<file path="config.mk">
export PLATFORM = sky130hd
export DESIGN_NAME = hazard_ctrl
export DESIGN_NICKNAME = d
export VERILOG_FILES = /design/src/rtl/rv32_pkg.sv /design/src/rtl/hazard_fwd_sel.sv /design/src/rtl/hazard_ctrl.sv
export SDC_FILE = /design/constraint.sdc
export NUM_CORES = 1
export LEC_CHECK = 0
export BUFFER_PORTS_ARGS = -buffer_cell sky130_fd_sc_hd__buf_2
export CAP_MARGIN = 25
export CORE_MARGIN = 2
export CORE_UTILIZATION = 42
export DETAILED_ROUTE_END_ITERATION = 6
export GPL_ROUTABILITY_DRIVEN = 0
export PLACE_DENSITY_LB_ADDON = 0.3
export SLEW_MARGIN = 20
export SYNTH_ARGS = -nofsm -noshare
export SYNTH_HDL_FRONTEND = slang
export SYNTH_SLANG_ARGS = --single-unit
export TNS_END_PERCENT = 20
</file>
<file path="constraint.sdc">
create_clock -name clk -period 1.9 [get_ports clk]
set_input_delay 0.19 -clock clk [delete_from_list [all_inputs] [get_ports clk]]
set_output_delay 0.19 -clock clk [all_outputs]
set_load 0.005 [all_outputs]
</file>
<file path="src/rtl/rv32_pkg.sv">
// Shared RV32 pipeline definitions: hazard FSM states, forward-select encoding
// and the register-source field positions inside an instruction word.
package rv32_pkg;

  typedef enum logic [1:0] {
    RUN     = 2'd0,
    MC_WAIT = 2'd1,
    FLUSH   = 2'd2
  } hz_state_e;

  localparam logic [1:0] FWD_REG = 2'd0;
  localparam logic [1:0] FWD_EX  = 2'd1;
  localparam logic [1:0] FWD_MEM = 2'd2;

  localparam int RS1_LSB = 15;
  localparam int RS1_MSB = 19;
  localparam int RS2_LSB = 20;
  localparam int RS2_MSB = 24;

endpackage

</file>
<file path="src/rtl/hazard_fwd_sel.sv">
// Operand forward select for one source register; a result still being loaded
// in EX is not forwardable, so the MEM copy (if any) is used instead.
module hazard_fwd_sel
  import rv32_pkg::*;
(
  input  logic [4:0] rs,
  input  logic [4:0] ex_rd,
  input  logic       ex_reg_w_en,
  input  logic       ex_is_load,
  input  logic [4:0] mem_rd,
  input  logic       mem_reg_w_en,
  output logic [1:0] fwd_sel
);

  always_comb begin
    fwd_sel = FWD_REG;
    if ((rs != 5'd0) && ex_reg_w_en && (ex_rd == rs) && !ex_is_load) begin
      fwd_sel = FWD_EX;
    end else if ((rs != 5'd0) && mem_reg_w_en && (mem_rd == rs)) begin
      fwd_sel = FWD_MEM;
    end
  end

endmodule

</file>
<file path="src/rtl/hazard_ctrl.sv">
// Decode-stage hazard controller: forwarding, load-use and mul/div stalls, branch
// flush. Define HAZARD_PERF_CNT_EN to add saturating stall/flush cycle counters.
module hazard_ctrl
  import rv32_pkg::*;
#(
  parameter int FLUSH_CYCLES = 2,
  parameter int MC_TIMEOUT   = 64,
  parameter int CNT_W        = 16
) (
  input  logic        clk,
  input  logic        rst_n,
  input  logic [31:0] dec_ins,
  input  logic [4:0]  ex_rd,
  input  logic        ex_reg_w_en,
  input  logic        ex_is_load,
  input  logic [4:0]  mem_rd,
  input  logic        mem_reg_w_en,
  input  logic        mc_start,
  input  logic        mc_done,
  input  logic        br_taken,
  output logic [1:0]  fwd_sel1,
  output logic [1:0]  fwd_sel2,
  output logic        stall_if,
  output logic        stall_id,
  output logic        bubble_ex,
  output logic        flush_id,
  output logic        mc_err
`ifdef HAZARD_PERF_CNT_EN
  ,
  output logic [CNT_W-1:0] perf_stall,
  output logic [CNT_W-1:0] perf_flush
`endif
);

  localparam int CW = (FLUSH_CYCLES > 1) ? $clog2(FLUSH_CYCLES) : 1;
  localparam int TW = $clog2(MC_TIMEOUT);
  localparam logic [CW-1:0] CNT_LOAD = CW'(FLUSH_CYCLES - 1);
  localparam logic [TW-1:0] TMO_LAST = TW'(MC_TIMEOUT - 1);

  logic [4:0]    rs1, rs2;
  logic [1:0]    sel1, sel2;
  logic          load_use;
  hz_state_e     state_q, state_d;
  logic [CW-1:0] cnt_q, cnt_d;
  logic [TW-1:0] tmo_q, tmo_d;
  logic          err_q, err_d;
  logic          stall, bubble, flush;
  logic          unused_ins;

  assign rs1        = dec_ins[RS1_MSB:RS1_LSB];
  assign rs2        = dec_ins[RS2_MSB:RS2_LSB];
  assign unused_ins = ^{dec_ins[31:RS2_MSB+1], dec_ins[RS1_LSB-1:0]};

  hazard_fwd_sel u_fwd1 (
    .rs           (rs1),
    .ex_rd        (ex_rd),
    .ex_reg_w_en  (ex_reg_w_en),
    .ex_is_load   (ex_is_load),
    .mem_rd       (mem_rd),
    .mem_reg_w_en (mem_reg_w_en),
    .fwd_sel      (sel1)
  );

  hazard_fwd_sel u_fwd2 (
    .rs           (rs2),
    .ex_rd        (ex_rd),
    .ex_reg_w_en  (ex_reg_w_en),
    .ex_is_load   (ex_is_load),
    .mem_rd       (mem_rd),
    .mem_reg_w_en (mem_reg_w_en),
    .fwd_sel      (sel2)
  );

  assign load_use = ex_is_load && ex_reg_w_en && (ex_rd != 5'd0) &&
                    ((ex_rd == rs1) || (ex_rd == rs2));

  // Priority: br_taken > mc_done > mc_start > load-use; a taken branch flushes
  // in the same cycle, so stall and flush can never coincide.
  always_comb begin
    state_d = state_q;
    cnt_d   = cnt_q;
    tmo_d   = tmo_q;
    err_d   = err_q;
    stall   = 1'b0;
    bubble  = 1'b0;
    flush   = 1'b0;
    unique case (state_q)
      RUN: begin
        if (br_taken) begin
          state_d = FLUSH;
          cnt_d   = CNT_LOAD;
          flush   = 1'b1;
          bubble  = 1'b1;
        end else if (mc_start) begin
          state_d = MC_WAIT;
          tmo_d   = '0;
        end else if (load_use) begin
          stall  = 1'b1;
          bubble = 1'b1;
        end
      end
      MC_WAIT: begin
        if (br_taken) begin
          state_d = FLUSH;
          cnt_d   = CNT_LOAD;
          flush   = 1'b1;
          bubble  = 1'b1;
        end else if (!mc_done) begin
          stall  = 1'b1;
          bubble = 1'b1;
          if (tmo_q == TMO_LAST) begin
            err_d   = 1'b1;
            state_d = RUN;
          end else begin
            tmo_d = tmo_q + 1'b1;
          end
        end else begin
          state_d = RUN;
        end
      end
      FLUSH: begin
        flush  = 1'b1;
        bubble = 1'b1;
        if (br_taken) begin
          cnt_d = CNT_LOAD;
        end else if (cnt_q == '0) begin
          state_d = RUN;
        end else begin
          cnt_d = cnt_q - 1'b1;
        end
      end
      default: state_d = RUN;
    endcase
  end

  always_ff @(posedge clk or negedge rst_n) begin
    if (!rst_n) begin
      state_q <= RUN;
      cnt_q   <= '0;
      tmo_q   <= '0;
      err_q   <= 1'b0;
    end else begin
      state_q <= state_d;
      cnt_q   <= cnt_d;
      tmo_q   <= tmo_d;
      err_q   <= err_d;
    end
  end

  // Outputs are forced quiet while reset is held, even though some are combinational.
  assign fwd_sel1  = rst_n ? sel1 : FWD_REG;
  assign fwd_sel2  = rst_n ? sel2 : FWD_REG;
  assign stall_if  = rst_n & stall;
  assign stall_id  = rst_n & stall;
  assign bubble_ex = rst_n & bubble;
  assign flush_id  = rst_n & flush;
  assign mc_err    = err_q;

`ifdef HAZARD_PERF_CNT_EN
  logic [CNT_W-1:0] pstall_q, pflush_q;

  always_ff @(posedge clk or negedge rst_n) begin
    if (!rst_n) begin
      pstall_q <= '0;
      pflush_q <= '0;
    end else begin
      if (stall_id && (pstall_q != '1)) pstall_q <= pstall_q + 1'b1;
      if (flush_id && (pflush_q != '1)) pflush_q <= pflush_q + 1'b1;
    end
  end

  assign perf_stall = pstall_q;
  assign perf_flush = pflush_q;
`else
  logic [CNT_W-1:0] unused_cnt_w;
  assign unused_cnt_w = '0;
`endif

endmodule
</file>
# Word level (Yosys, flattened, before mapping)
# Index checks and enable logic that the tools add are counted.
# Widths: inputs -> output; s select.
[totals] elab_cells=89 reg_bits=10 output_inout_bits=9 inputBits=50
[classes] n_mux=35 add_sub_neg=2 bitwise=5 n_reduce_logical=26 eq_ne=17
[op_table] op="$mux 6" n=5
[op_table] op="$mux 2" n=13
[op_table] op="$eq 5x5->1" n=4
[op_table] op="$reduce_bool 5->1" n=3
[op_table] op="$ne 2x2->1 const B" n=7
[op_table] op="$logic_and 1x1->1" n=13
[op_table] op="$pmux 6 s2" n=1
[op_table] op="$mux 1" n=11
[op_table] op="$reduce_and 4->1" n=2
[op_table] op="$add 6x1->6 const B" n=1
[op_table] op="$eq 6x6->1 const B" n=1
[op_table] op="$pmux 1 s2" n=3
[op_table] op="$pmux 2 s3" n=1
[op_table] op="$reduce_and 6->1" n=1
[op_table] op="$ne 4x4->1 const B" n=1
[op_table] op="$reduce_bool 2->1" n=2
[op_table] op="$and 1x1->1" n=3
[op_table] op="$ne 3x3->1 const B" n=1
[op_table] op="$pmux 1 s3" n=1
[op_table] op="$eq 2x1->1 const B" n=1
[op_table] op="$eq 2x2->1 const B" n=1
[op_table] op="$logic_not 2->1" n=1
[op_table] op="$ne 2x1->1 const B" n=1
[op_table] op="$not 1->1" n=2
[op_table] op="5 further kinds" n=5

# Longest topological paths before layout
# Gate-level depths: netlist of run 1.
[depth] word_depth=8 ltp_mapped=6 depth_no_buf=6

# By module
# From an unflattened synthesis of run 1, not the netlist that was laid out.
[unflattened] cells_unflattened=123 area_unflattened_um2=1074.8
[modules_own_cells] mod="hazard_ctrl" seq_area_each_um2=250.2 instances=1 area_per_inst_um2=779.5 cells_each=87
[modules_own_cells] mod="hazard_fwd_sel" seq_area_each_um2=0.0 instances=2 area_per_inst_um2=147.6 cells_each=18

# Least setup slack after synthesis of run 1
# Ideal clock, no wire load.
[synth_timing] kind="reg2reg" from="register tmo_q[0]" to="register tmo_q[4]" path_stages_with_launch=7 arrival_ps=1432 setup_slack_ps=346 synth_period_minus_slack_ps=1554 required_time_ps=1778 setup_ps=122 path_buffers=0 path_cell_list="dfrtp_1 > ha_1 > and2_2 > a311oi_4 > o2111ai_1 > xor2_1 > nor2_1"
[synth_between] elab_chain_len=5 elab_cells_between_ends=8 classes_between="add/sub (1); eq/ne (2); mux (4); reduce/logical (1)"
[synth_lines] element="start, declared" line="hazard_ctrl.sv:45" source="logic [TW-1:0] tmo_q, tmo_d;"
[synth_lines] element="start signal, assigned" line="hazard_ctrl.sv:145" source="tmo_q <= tmo_d;"
[synth_lines] element="$add 6x1->6" line="hazard_ctrl.sv:115" source="tmo_d = tmo_q + 1'b1;"
[synth_lines] element="$mux 6" line="hazard_ctrl.sv:111" source="if (tmo_q == TMO_LAST) begin"
[synth_lines] element="$mux 6" line="hazard_ctrl.sv:108" source="end else if (!mc_done) begin"
[synth_lines] element="$mux 6" line="hazard_ctrl.sv:103" source="if (br_taken) begin"
[synth_lines] element="$pmux 6 s2" line="hazard_ctrl.sv:87" source="unique case (state_q)"
# Parallel ways exist; a longest one is shown, timed or not. The select of a mux whose other input is x is not followed.
# A chain may end at the register's enable or synchronous reset.

# Worst setup path after layout of run 1
[layout_timing] from="input port rst_n" to="output port fwd_sel1[1]"
[layout_between] elab_chain_len=1
[layout_lines] element="start, declared" line="hazard_ctrl.sv:11" source="input logic rst_n,"
[layout_lines] element="$mux 2" line="hazard_ctrl.sv:151" source="assign fwd_sel1 = rst_n ? sel1 : FWD_REG;"
[layout_lines] element="end, declared" line="hazard_ctrl.sv:21" source="output logic [1:0] fwd_sel1,"
# No other way between the ends.

==> reports/metrics.cfg, run 1 <==
[power]
ir_worst_vdd_mv=0.380
p_leak_uw=0.000518
cellPowerDensity_nw_per_um2=558

[floorplan]
die-area_um2=2630
num_rows=17
die-width_um=51.2
core_area_um2=2170
num_io_pins=59
dieHeight_um=51.2
start_util=0.432

[layout]
drive_above_1_share=0.352
final_nets=194
stdcell_area_um2=1180
n_antenna_cell=0
fill_cells=207
layout-area-overhead-vs-synth_pct=25.5

[critical_path]
path_class=in -> out
crit_path_max_incr_delay_ns=0.52
worst-path-max-fanout=17
slowest_stage=dlygate4sd3_1
critical_path_required_ns=1.71
cp_top_family=buffers and inverters
worstSetupEndpointType=output pin
worst-path-buf-inv=3
crit_path_start_kind=primary input
critPathArrivalTime_ns=1.59
cp_cell_sequence=dlygate4sd3_1 > buf_4 > nand3_1 > a2111oi_0 > buf_2

[sta]
rsz0062_at_grt=false
setup_viol=0
finalMaxSlewViolations=0
min_period_over_period=0.935
tns_ns=0
worst_slew_pin_slew_ns=0.380
final_hold_viol_count=0
period_needed_ns=1.78
skew_ns=0.00700
hold_slack_ns=0.252
max_freq_mhz=563
max_slew_margin=0.740

[routing]
drt_drc_violations_left=0
drtPass1Iterations=4
vias_per_cell=5.20
ant_nets=0
drtIter0Drc=19
postRouteWirelength_um=2290
vias=884
wl_per_cell_um=13.5

[global_route]
grt_overflow=0
grtUsageTotal=0.204
antenna_found_initial=0
grt_pass1_vias=943
grt_max_degree=18
grt_pass1_wl_um=4040

[synth]
syn_area_um2=937
synth_common_cells=xnor2_1, nor2_1, dfrtp_1
seq_area_frac_synth=0.267
synth_cells=104
synth.avg_cell_area_um2=9.01
synth_nets=155
ys.flop_type=dfrtp_1
ys_seq_elements=10
synthDistinctLibCells=36
synth_enable_flop_cells=0
synthDominantCellAreaShare=0.267
yosysTopAreaCell=dfrtp_1
synth.area.top_cells=dfrtp_1, xnor2_1, xor2_1
yosysWarningCount=0
synthArstFlopShare=1.00
synthMostInstantiatedCell=xnor2_1

[placement]
numPortBuffers=36
place_area_um2=1130
hpwlAfterDp_um=1810

[clock_network]
htree_levels=1
cts_buffers=3
cts.sinks=10
clk_pin_slew_worst_paths_ns=0.07
clock_tree.root_cell=clkbuf_4
cts_tree=yes
clockBufferDepth=2
insertion_delay_ns=0.27

[hold_path]
min_path_type=in -> reg

[run_status]
status=completed

[run]
drv_cap=0

## metal layers
metal | vias to the layer above | part of all wire | track usage
met4 | 0 | 0 | 0.0395
met1 | 407 | 0.45 | 0.232
met2 | 27 | 0.49 | 0.377
met5 | - | 0 | 0
li1 | 450 | - | -
met3 | 0 | 0.056 | 0.0614
## power by group
group          switching [uW]  internal [uW]  total [uW]
Clock                    77.8            116         194
Combinational            99.9           94.9         195
Sequential               29.9            237         267
Total                     208            448         656
## kinds of logic after synthesis
| logic type | synth area share |
|---|---|
| compound gates | 0.170 |
| buf+inv | 0.0400 |
| fa+ha+maj | 0.0133 |
| flops | 0.267 |
| xor+xnor | 0.234 |
| mux | 0.0214 |
| simple gates | 0.255 |
## final timing paths
| path | startpoint | to | slack (ns) | cells past startpoint |
|---|---|---|---|---|
| max | rst_n | fwd_sel1[1] | 0.12 | 5 |
| min | br_taken | cnt_q | 0.25 | 3 |
| max reg2reg | tmo_q[0] | tmo_q[4] | 0.16 | 6 |
| min reg2reg | mc_err | mc_err | 0.46 | 1 |
| max in group asynchronous | rst_n | tmo_q[2] | 1.42 | 2 |
| min in group asynchronous | rst_n | state_q[1] | 0.30 | 2 |
## repair_timing
action                     in CTS  in global routing
hold buffers                    1                  0
gates resized for setup         0                  3
setup endpoints to repair       0                  3
hold endpoints to repair       10                  0
buffers inserted                0                  0
## sequential cells by signal, summed over array words and instances (netlist names)
register and flops:
mc_err 1, tmo_q 6, state_q 2, cnt_q 1
## worst reg2reg max path, stage by stage, from the launching register on
cell and delay, ns:
dfrtp_1 0.40, ha_1 0.22, and2_2 0.22, a311oi_4 0.38, o2111ai_1 0.18, xor2_1 0.17
nor2_1 0.06
## final cells by class
| type | instances | area (um2) | share of cell area |
|---|---|---|---|
| inverters | 3 | 11.3 | 0.00957 |
| multi-input cells | 88 | 651 | 0.553 |
| flip-flops and latches | 10 | 250 | 0.213 |
| repair buffers | 37 | 193 | 0.164 |
| well taps | 28 | 35.0 | 0.0298 |
| clock buffers | 4 | 36.3 | 0.0309 |
## through the flow
step	utilization	total power [uW]	std cells	setup slack [ns]
floorplan	-	384	104	0.346
global route	0.542	702	170	0.0198
CTS	0.540	665	170	0.0147
detailed placement	0.519	462	165	0.180
finish	0.542	656	170	0.123
global placement	0.519	453	165	0.221
## cell usage in the layout (no fill, tap or decap), types with 2 or more instances in the layout
| cell | instances |
|---|---|
| a21oi_1 | 5 |
| and2_1 | 2 |
| buf_2 | 35 |
| clkbuf_4 | 3 |
| dfrtp_1 | 10 |
| inv_1 | 3 |
| mux2i_1 | 2 |
| nand2_1 | 3 |
| nand3_1 | 5 |
| nand4_1 | 2 |
| nor2_1 | 11 |
| nor2b_1 | 2 |
| nor3_2 | 2 |
| nor3b_1 | 2 |
| o2111ai_1 | 2 |
| o21ai_0 | 4 |
| or4_1 | 3 |
| xnor2_1 | 17 |
| xor2_1 | 8 |
No activity file was read; power rests on OpenSTA's default activity.
==> run 2, diff against run 1 <==
- PLACE_DENSITY: unset -> 0.79
- PLACE_DENSITY_LB_ADDON: 0.3 -> unset
- SLEW_MARGIN: 20 -> 10
==> reports/metrics.cfg, run 2 (synthesis gave the netlist of run 1 again) <==
[clock_network]
cts_buffers=3  ; unchanged
htree_levels=1  ; unchanged
insertion_delay_ns=0.27  ; about the same
cts_setup_buffers=0  ; unchanged
cts.sinks=10  ; unchanged
clock_tree.root_cell=clkbuf_4
cts_tree=yes
clockBufferDepth=2  ; unchanged
clk_pin_slew_worst_paths_ns=0.07  ; about the same

[layout]
seq_area_um2=250  ; unchanged
final_nets=194  ; unchanged
top_register=tmo_q
layout-area-overhead-vs-synth_pct=25.1
final_cell_mix=buf_2, xnor2_1, nor2_1
reg.largest.list=tmo_q: 6 flops, state_q: 2 flops
drive_above_1_share=0.352  ; unchanged
mostFrequentLayoutCell=buf_2
fill_cells=207  ; unchanged
multiInputGateArea_um2=649  ; -0.19%
n_antenna_cell=0  ; unchanged
largest_reg_flops=6  ; unchanged

[critical_path]
path_class=reg -> reg
worstSetupEndpointType=register
worst-path-max-fanout=5  ; -12
critical_path_required_ns=2.10  ; +0.39 ns
crit_path_max_incr_delay_ns=0.41  ; -0.11 ns
cp_cell_sequence=ha_1 > and2_2 > a311oi_4 > o2111ai_1 > xor2_1 > nor2_1
r2r_slack_ns=0.15  ; about the same
crit_path_start_kind=register
critPathArrivalTime_ns=1.96  ; +0.37 ns
slowest_stage=dfrtp_1

[power]
cellPowerDensity_nw_per_um2=562  ; +0.82%
ir_worst_vdd_mv=0.377  ; -0.67%
p_leak_uw=0.000517  ; -0.17%
total_power_uw=659  ; +0.50%

[run_status]
status=completed

[floorplan]
die-area_um2=2630  ; unchanged
dieHeight_um=51.2  ; unchanged
die-width_um=51.2  ; unchanged
core_area_um2=2170  ; unchanged
num_io_pins=59  ; unchanged
start_util=0.432  ; unchanged
num_rows=17  ; unchanged

[routing]
postRouteWirelength_um=2320  ; +1.0%
highest_layer=met4
wl_per_cell_um=13.6  ; +1.0%
met1_length_um=960  ; -7.0%
drtIter0Drc=9  ; -10
vias_per_cell=5.40  ; +3.8%
drtPass1Iterations=4  ; unchanged
dr_wl_met3_um=124  ; -3.9%
dr_wl_met2_um=1210  ; +6.9%
ant_nets=0  ; unchanged
drt_drc_violations_left=0  ; unchanged
vias=918  ; +3.8%

[sta]
setup_viol=0  ; unchanged
min_period_over_period=0.923  ; -0.0126
period_needed_ns=1.75  ; -0.0239 ns
worst_slew_pin_slew_ns=0.492  ; +0.113 ns
skew_ns=0.00167  ; -0.00533 ns
final_hold_viol_count=0  ; unchanged
finalMaxSlewViolations=0  ; unchanged
max_freq_mhz=570  ; +1.4%
max_slew_margin=0.663  ; -0.0772
rsz0062_at_grt=false
tns_ns=0  ; unchanged

[placement]
hpwlAfterDp_um=1880  ; +4.0%
numPortBuffers=36  ; unchanged

[global_route]
grt_pass1_vias=875  ; -7.2%
grt_pass1_wl_um=3940  ; -2.6%
grtUsageTotal=0.199  ; -0.00507
antenna_found_initial=0  ; unchanged
grt_max_degree=11  ; -7
grt_overflow=0  ; unchanged

[hold_path]
min_path_type=in -> reg

[run]
drv_cap=0  ; unchanged

run 2: cell types whose count changed in the layout (fill, tap and decap cells not counted):
cell / delta
a2111oi_0: +1
a2111oi_1: -1
buf_2: +1
buf_4: -1
run 2: final timing paths:
check,from,endpoint,depth (start not counted)
setup / recovery,tmo_q[0],tmo_q[4],6
hold / removal,br_taken,cnt_q,3
setup reg to reg,tmo_q[0],tmo_q[4],6
hold reg to reg,mc_err,mc_err,1
max in group asynchronous,rst_n,mc_err,2
min in group asynchronous,rst_n,tmo_q[1],2
run 2: cell type report:
type,count,area share
Clock buffer,4,0.0309
Inverter,3,0.00961
Multi-Input combinational cell,88,0.554
Sequential cell,10,0.213
Tap cell,28,0.0299
Timing Repair Buffer,37,0.162
run 2: repair_timing:
item | CTS | global route
hold buffers | 1 | 0
hold endpoints to repair | 10 | 0
resized for setup | 0 | 0
run 2: where the power goes:
part / total (uW) / internal, uW / switching (uW)
sequential: 268 / 237 / 31.3
combinational: 192 / 94.0 / 98.0
clock: 199 / 117 / 82.6
total: 659 / 447 / 212
run 2: worst max-delay path, delay by kind of cell (launching register included):
kind            cells  cell delay, ns
compound gates      2            0.55
flops               1            0.41
simple gates        2            0.33
fa+ha+maj           1            0.23
xor+xnor            1            0.17
run 2: routing by layer:
layer	global-route usage	vias up
li1	-	447
met1	0.237	439
met2	0.359	29
met3	0.0292	3
met4	0.0746	0
met5	0	-
run 2: stage by stage:
stage / instances / util / hold WS [ns] / cell area [um2] / setup WS, ns
floorplan: 104 / - / -0.106 / 937 / 0.346
global placement: 165 / 0.519 / 0.101 / 1130 / 0.246
detailed placement: 165 / 0.519 / 0.108 / 1130 / 0.186
CTS: 170 / 0.540 / 0.244 / 1170 / 0.139
global route: 170 / 0.540 / 0.290 / 1170 / 0.0176
finish: 170 / 0.540 / 0.260 / 1170 / 0.147
==> run 3, diff against run 2 <==
- ABC_AREA: unset -> 1
- CORE_UTILIZATION: 42 -> 43
- PLACE_DENSITY: 0.79 -> 0.8
==> reports/metrics.cfg, run 3 <==
[run_status]
status=completed

[synth]
yosysWarningCount=0  ; unchanged
synthDominantCellAreaShare=0.256  ; -0.0106
synth_nets=206  ; +33%
synth.area.top_cells=dfrtp_1, nand2_1, inv_1
synth_cells=155  ; +49%
synthArstFlopShare=1.00  ; unchanged
ys_seq_elements=10  ; unchanged
syn_area_um2=976  ; +4.1%
yosysTopAreaCell=dfrtp_1
synth_enable_flop_cells=0  ; unchanged
synthDistinctLibCells=27  ; -25%
ys.flop_type=dfrtp_1
seq_area_frac_synth=0.256  ; -0.0106
synth.avg_cell_area_um2=6.30  ; -30%
synthMostInstantiatedCell=nand2_1
synth_common_cells=nand2_1, inv_1, nor2_1

[placement]
place_area_um2=1190  ; +5.8%
hpwlAfterDp_um=2100  ; +11%
numPortBuffers=36  ; unchanged

[clock_network]
cts_tree=yes
insertion_delay_ns=0.27  ; about the same
clockBufferDepth=2  ; unchanged
cts_hold_buf=1  ; unchanged
clk_pin_slew_worst_paths_ns=0.06  ; about the same
cts_buffers=3  ; unchanged
cts_resized=0  ; unchanged
clock_tree.root_cell=clkbuf_4
cts_setup_buffers=0  ; unchanged
cts.sinks=10  ; unchanged
htree_levels=1  ; unchanged

[layout]
postLayoutCoreUtil=0.570  ; +0.0300
largest_reg_flops=6  ; unchanged
mostFrequentLayoutCell=nand2_1
layout-area-overhead-vs-synth_pct=26.8
top_register=tmo_q
reg.largest.list=tmo_q: 6 flops, state_q: 2 flops
final_nets=248  ; +28%
final_cell_mix=nand2_1, buf_2, inv_1
n_antenna_cell=0  ; unchanged
stdcell_area_um2=1240  ; +5.6%
drive_above_1_share=0.265  ; -0.0868

[floorplan]
start_util=0.450  ; +0.0179
num_rows=17  ; unchanged
die-area_um2=2670  ; +1.6%
core_area_um2=2170  ; unchanged
num_io_pins=59  ; unchanged
dieHeight_um=51.6  ; +0.79%
die-width_um=51.6  ; +0.79%

[hold_path]
min_path_type=in -> reg

[critical_path]
critPathLaunch=rst_n
r2r-start=tmo_q[0]
crit_path_start_kind=primary input
worst-path-max-fanout=5  ; unchanged
crit_path_max_incr_delay_ns=0.52  ; +0.11 ns
cp_cell_sequence=dlygate4sd3_1 > buf_2 > nand2_1 > a21oi_1 > nand3_1 > nor3_1 > nand2_1 > nor2_1 > buf_2
critPathArrivalTime_ns=1.63  ; -0.33 ns
path_class=in -> out
critical_path_required_ns=1.71  ; -0.39 ns
worstSetupEndpointType=output pin
slowest_stage=dlygate4sd3_1
r2r_end=tmo_q[4]
reg2regPathDepth=7  ; +1
r2r_slack_ns=0.34  ; +0.19 ns
critPathCapture=fwd_sel2[1]

[routing]
vias=1155  ; +26%
drtIter0Drc=10  ; +1
postRouteWirelength_um=2400  ; +3.8%
ant_nets=0  ; unchanged
vias_per_cell=5.16  ; -4.5%
drt_drc_violations_left=0  ; unchanged
drtPass1Iterations=4  ; unchanged
wl_per_cell_um=10.7  ; -21%

[power]
ir_worst_vdd_mv=0.386  ; +2.2%
cellPowerDensity_nw_per_um2=609  ; +8.2%
total_power_uw=753  ; +14%
p_leak_uw=0.000731  ; +41%

[global_route]
grt_pass1_vias=1110  ; +27%
grtUsageTotal=0.201  ; +0.00172
grt_overflow=0  ; unchanged
antenna_found_initial=0  ; unchanged
grt_max_degree=10  ; -1
grt_pass1_wl_um=4130  ; +4.9%

[sta]
skew_ns=0.000765  ; -0.000904 ns
final_hold_viol_count=0  ; unchanged
finalMaxSlewViolations=0  ; unchanged
period_needed_ns=1.82  ; +0.0641 ns
max_slew_margin=0.707  ; +0.0434
tns_ns=0  ; unchanged
min_period_over_period=0.956  ; +0.0337
max_freq_mhz=550  ; -3.5%
setup_viol=0  ; unchanged
rsz0062_at_grt=false
worst_slew_pin_slew_ns=0.436  ; -0.0563 ns

[run]
drv_cap=0  ; unchanged

==> run 3: final cells by class <==
type | instances | area [um2]
Multi-Input combinational cell | 116 | 613
Timing Repair Buffer | 38 | 198
Sequential cell | 10 | 250
Tap cell | 28 | 35.0
Inverter | 28 | 105
Clock buffer | 4 | 36.3
Fill cell | 244 | 932
==> run 3: stage by stage <==
step	setup slack (ns)	hold WS [ns]	std cells
floorplan	0.529	-0.106	155
global placement	0.426	-0.00267	219
detailed placement	0.337	-0.00187	219
CTS	0.106	0.179	224
global route	0.0182	0.189	224
finish	0.0830	0.178	224
==> run 3: critical path: cells and delay by family <==
family / cells / cell delay (ns)
and+or+nand+nor: 5 / 0.54
buffers and inverters: 3 / 0.79
AOI/OAI and AO/OA: 1 / 0.12
==> run 3: worst min path at each step <==
stage,start,end,slack (ns),depth (start not counted)
2_1_floorplan,rst_n,cnt_q,-0.11,0
3_3_place_gp,rst_n,cnt_q,-0.003,1
3_5_place_dp,rst_n,cnt_q,-0.002,1
4_1_cts,br_taken,cnt_q,0.18,3
5_1_grt,br_taken,cnt_q,0.19,3
6_report,br_taken,cnt_q,0.18,3
==> run 3: report_power, final <==
group / leakage [uW] / internal [uW] / switching [uW] / total, uW
combinational: 0.000577 / 105 / 163 / 268
sequential: 0.000133 / 250 / 43.0 / 293
clock: 0.0000210 / 117 / 76.4 / 193
total: 0.000731 / 471 / 283 / 753
==> run 3: logic make-up (layout without fill, tap and decap cells) <==
group                      count (synthesis)  count (layout)  synth area share
buffers and inverters                     29              70             0.115
adders and majority gates                  1               1            0.0128
DFF                                       10              10             0.256
AOI/OAI and AO/OA                         22              22             0.138
xor gates and xnor gates                   5               5            0.0449
and+or+nand+nor                           88              88             0.432
==> run 3: per-layer routing <==
layer | vias up | track usage | wire length, um
met4 | 0 | 0.114 | 80
met2 | 47 | 0.389 | 1240
met5 | - | 0 | 0
met1 | 515 | 0.213 | 945
li1 | 584 | - | -
met3 | 9 | 0.00862 | 137
